**src/rtl/seq_det_pkg.sv**
```systemverilog
// Shared types and constants for the 1011 serial sequence detector.
//   seq_state_t  : detector progress (how much of 1011 has been seen so far)
//   SEQ_PATTERN  : the pattern searched for, MSB presented first
package seq_det_pkg;

    typedef enum logic [1:0] {
        S_IDLE = 2'd0,  // nothing useful seen
        S_1    = 2'd1,  // "1"
        S_10   = 2'd2,  // "10"
        S_101  = 2'd3   // "101", a following 1 completes the pattern
    } seq_state_t;

    localparam logic [3:0] SEQ_PATTERN = 4'b1011;

endpackage : seq_det_pkg

```
**src/rtl/seq_gap_timer.sv**
```systemverilog
// Stall watchdog for the sequence detector.
// Counts consecutive cycles without a qualified bit while a partial pattern
// is in progress and raises a combinational abort strobe on the GAP_MAX-th
// stalled cycle. A stall of GAP_MAX-1 cycles is tolerated.
// Ports:
//   clk        in   rising-edge clock
//   rst_n      in   synchronous reset, active-low
//   active     in   detector is in a non-idle state
//   bit_valid  in   a qualified bit is presented this cycle
//   timeout    out  abort strobe, valid in the same cycle (combinational)
module seq_gap_timer #(
    parameter int GAP_MAX = 4
) (
    input  logic clk,
    input  logic rst_n,
    input  logic active,
    input  logic bit_valid,
    output logic timeout
);

    // GAP_MAX=1 would give a zero-width counter; keep at least one bit.
    localparam int GW = (GAP_MAX > 1) ? $clog2(GAP_MAX) : 1;
    localparam logic [GW-1:0] GAP_LAST = GW'(GAP_MAX - 1);

    logic [GW-1:0] gap_q;
    logic [GW-1:0] gap_d;
    logic          stalled;

    assign stalled = active & ~bit_valid;
    assign timeout = stalled & (gap_q == GAP_LAST);

    // Any qualified bit or an idle detector restarts the count; the aborting
    // cycle also clears it because the detector returns to idle.
    always_comb begin
        gap_d = gap_q;
        if (!stalled || timeout) begin
            gap_d = '0;
        end else begin
            gap_d = gap_q + 1'b1;
        end
    end

    always_ff @(posedge clk) begin
        if (!rst_n) begin
            gap_q <= '0;
        end else begin
            gap_q <= gap_d;
        end
    end

endmodule : seq_gap_timer

```
**src/rtl/seq1011_detector.sv**
```systemverilog
// Mealy detector for the serial pattern 1-0-1-1 on a qualified bit stream.
// Handshake: bit_in is consumed only in cycles where bit_valid=1; there is
// no back-pressure, the detector accepts every qualified bit.
// Ports:
//   clk          in   rising-edge clock
//   rst_n        in   synchronous reset, active-low
//   bit_in       in   serial data bit
//   bit_valid    in   bit_in is qualified this cycle
//   cnt_clr      in   synchronous clear of match_count (wins over a match)
//   match        out  combinational: final '1' of 1011 presented this cycle
//   match_q      out  match delayed by one clock
//   match_count  out  saturating number of matches since reset/clear
//   busy         out  a partial pattern is in progress (state != S_IDLE)
module seq1011_detector
    import seq_det_pkg::*;
#(
    parameter bit OVERLAP = 1'b1,
    parameter int CNT_W   = 8,
    parameter int GAP_MAX = 4
) (
    input  logic             clk,
    input  logic             rst_n,
    input  logic             bit_in,
    input  logic             bit_valid,
    input  logic             cnt_clr,
    output logic             match,
    output logic             match_q,
    output logic [CNT_W-1:0] match_count,
    output logic             busy
);

    localparam logic [CNT_W-1:0] CNT_MAX = '1;

    seq_state_t       state_q;
    seq_state_t       state_d;
    logic             match_d;
    logic             match_q_r;
    logic [CNT_W-1:0] cnt_q;
    logic [CNT_W-1:0] cnt_d;
    logic             timeout;

    seq_gap_timer #(
        .GAP_MAX (GAP_MAX)
    ) u_gap_timer (
        .clk       (clk),
        .rst_n     (rst_n),
        .active    (state_q != S_IDLE),
        .bit_valid (bit_valid),
        .timeout   (timeout)
    );

    // Next state and Mealy output. bit_in is only looked at under bit_valid,
    // so an undriven bit_in during stalls cannot reach the state or match.
    always_comb begin
        state_d = state_q;
        match_d = 1'b0;
        if (bit_valid) begin
            unique case (state_q)
                S_IDLE:  state_d = bit_in ? S_1 : S_IDLE;
                S_1:     state_d = bit_in ? S_1 : S_10;
                S_10:    state_d = bit_in ? S_101 : S_IDLE;
                S_101: begin
                    if (bit_in) begin
                        match_d = 1'b1;
                        // With overlap the trailing 1 starts the next pattern.
                        state_d = OVERLAP ? S_1 : S_IDLE;
                    end else begin
                        state_d = S_10;
                    end
                end
                default: state_d = S_IDLE;
            endcase
        end else if (timeout) begin
            state_d = S_IDLE;
        end
    end

    // Clear takes priority over a coincident match; saturate instead of wrap.
    always_comb begin
        cnt_d = cnt_q;
        if (cnt_clr) begin
            cnt_d = '0;
        end else if (match && (cnt_q != CNT_MAX)) begin
            cnt_d = cnt_q + 1'b1;
        end
    end

    always_ff @(posedge clk) begin
        if (!rst_n) begin
            state_q   <= S_IDLE;
            match_q_r <= 1'b0;
            cnt_q     <= '0;
        end else begin
            state_q   <= state_d;
            match_q_r <= match;
            cnt_q     <= cnt_d;
        end
    end

    assign match       = rst_n & match_d;
    assign match_q     = match_q_r;
    assign match_count = cnt_q;
    assign busy        = (state_q != S_IDLE);

endmodule : seq1011_detector
```
**config.mk**
```make
export PLATFORM = sky130hd
export DESIGN_NAME = seq1011_detector
export DESIGN_NICKNAME = d
export VERILOG_FILES = /design/src/rtl/seq_det_pkg.sv /design/src/rtl/seq_gap_timer.sv /design/src/rtl/seq1011_detector.sv
export SDC_FILE = /design/constraint.sdc
export NUM_CORES = 1
export LEC_CHECK = 0
export CAP_MARGIN = 20
export CORE_UTILIZATION = 40
export CTS_BUF_LIST = sky130_fd_sc_hd__clkbuf_4 sky130_fd_sc_hd__clkbuf_8
export DETAILED_ROUTE_END_ITERATION = 8
export GPL_ROUTABILITY_DRIVEN = 0
export PLACE_DENSITY = 0.68
export SYNTH_ARGS = -nofsm -noshare
export SYNTH_HDL_FRONTEND = slang
export SYNTH_SLANG_ARGS = --single-unit
```
**constraint.sdc**
```tcl
create_clock -name clk -period 4 [get_ports clk]
set_clock_uncertainty 0.2 [all_clocks]
set_input_delay 0.8 -clock clk [delete_from_list [all_inputs] [get_ports clk]]
set_output_delay 0.8 -clock clk [all_outputs]
set_load 0.02 [all_outputs]
```
==> out/qor.yml <==
worstPathRequired_ns: 3.00
die_x_um: 40.63
synth-compound-area-share_pct: 20.55
numCtsBuffers: 3
drt-pass1-iter-count: 4
irDropWorstVdd_uv: 168.7
powerDensity_mw_per_mm2: 290.6
yosysMostFrequentCell: "dfxtp_1"
ys_warn_count: 0
fin_cells: 100
post-place-ws_ns: 0.5853
numClockSinks: 13
ctsHoldBuffers: 0
dp_hpwl_um: 979.9
clk_pin_slew_ns: 0.08
synthMuxAreaShare_pct: 0
cp-end-kind: "output pin"
cp_data_arrival_time_ns: 2.41
placed_cell_area_um2: 765.7
drive_gt1_share_pct: 10.59
syn_avg_cell_area_um2: 9.043
final_area_um2: 795.8
synth_seq_cells: 13
rows: 13
grt_pass1_vias: 500
ys_seq_area_share_pct: 43.61
htreeDepth: 1
drv_slew: 0
synth_top_family_by_area: "simple AND/OR/NAND/NOR gates"
ys.flop_type: "dfxtp_1"
drtAntennaViolNets: 0
path_max_fanout: 7
hold_class: "flop to flop"
fin_util_pct: 58.94
synth_area_leaders: "dfxtp_1, o21ai_0, a21oi_1, ha_1, nor2_1"
synth-xor-area-share_pct: 1.468
synthCells: 66
syn2layout_area_growth_pct: 33.33
fin_crit_sh_pct: 85.26
fin_ws_ns: 0.5896
grt_antenna_before_repair: 0
drt_iter0_markers: 13
grtUsageTotal_pct: 18.64
async_flop_share_pct: 0
cts_resized: 0
drcViolationCount: 0
worstSetupStartpointType: "primary input"
initial_core_util_pct: 44.21
core_area_mm2: 0.001350
fin_setup_tns_ns: 0
io_pins: 16
via_per_inst: 5.650
grt_overflow_total: 0
cts_tree: "done"
die_h_um: 40.63
syn_area_um2: 596.8
wirelength_um: 1276
grt_first_pass_wirelength_um: 2001
worstSetupPathType: "primary input to output pin"
fmax_ghz: 0.2932
synth_cell_types: 28
hold_violations: 0
yosys-top-cells-count: "dfxtp_1, nor2_1, o21ai_0, a21oi_1"
finalHoldWorstSlack_ns: 0.2245
clock_latency_ns: 0.27
rsz0062_at_grt: "false"
synth_top_area_cell: "dfxtp_1"
cts-root-buf: "clkbuf_4"
maxCapViolations: 0
fin_total_pwr_mw: 0.2312
setup-violations-final: 0
dp.cells: 96
num_vias: 565
leakagePower_nw: 0.2780
finalNetCount: 93
avgRoutedWirePerCell_um: 12.76
diodes: 0
yosysTopAreaCellShare_pct: 43.61
synth_edf_count: 0
tightestPinTransition_ns: 0.4745
die_area_mm2: 0.001650
post-cts-setup-buffers: 0
status: "finished, final reports clean"
grt_max_degree: 9
fin_crit_ns: 3.410
cts_buffer_depth: 2
port_buffers: 15
relSlewSlack_pct: 68.12
synthAdderAreaFrac_pct: 4.193
synth-simple-area-share_pct: 28.93
synth_nets: 73
layer usage:
| metal | track usage, % | wire [um] |
|---|---|---|
| met3 | 3.804 | 55 |
| met1 | 22.62 | 609 |
| met4 | 14.17 | 14 |
| met5 | 0 | 0 |
| met2 | 28.57 | 598 |
state kept, by name, indices dropped and copies added, names as in the netlist:
| name | count |
|---|---|
| match_count | 8 |
| state_q | 2 |
| match_q | 1 |
| u_gap_timer.gap_q | 2 |
placed cells by master, fill, tap and decap left out, drive strengths merged, types with 2 or more instances in the layout:
cell	n
clkdlybuf4s50	15
dfxtp	13
nor2	6
o21ai	6
a21oi	5
nand2	4
nand3	4
clkbuf	4
a21boi	2
nand4	2
nor3	2
inv	2
or3	2
ha	2
and2	2
cell type report:
cell class | count | area [um^2]
multi-input cells | 51 | 329.1
inverters | 2 | 7.507
fillers | 119 | 554.3
flip-flops and latches | 13 | 260.3
well taps | 15 | 18.77
repair buffers | 15 | 150.1
clock buffers | 4 | 30.03
worst max-delay path, stage by stage:
cell and delay, ns:
clkdlybuf4s50_1 0.57, and4_4 0.28, and2_2 0.17, clkdlybuf4s50_1 0.60
kinds of logic after synthesis:
family | Yosys count
and+or+nand+nor | 30
DFF | 13
buffers and inverters | 2
AOI/OAI and AO/OA | 18
adders and majority gates | 2
xor gates and xnor gates | 1
path summary, 6_finish.rpt:
check                                                      from                         endpoint  slack [ns]  cells past startpoint
worst max-delay path                                      rst_n                            match        0.59                      4
worst min-delay path            u_gap_timer.gap_q[0]$_SDFF_PP0_  u_gap_timer.gap_q[0]$_SDFF_PP0_        0.22                      1
worst max register to register      match_count[0]$_SDFFE_PP0P_      match_count[4]$_SDFFE_PP0P_        2.31                      5
worst min register to register  u_gap_timer.gap_q[0]$_SDFF_PP0_  u_gap_timer.gap_q[0]$_SDFF_PP0_        0.22                      1
report_power, final:
group          switching (mW)  leakage (nW)  internal, mW
Clock                  0.0407        0.0184        0.0454
Sequential            0.00137         0.105         0.130
Combinational         0.00638         0.155       0.00715
Note: power is estimated with default switching activity, not from simulation.
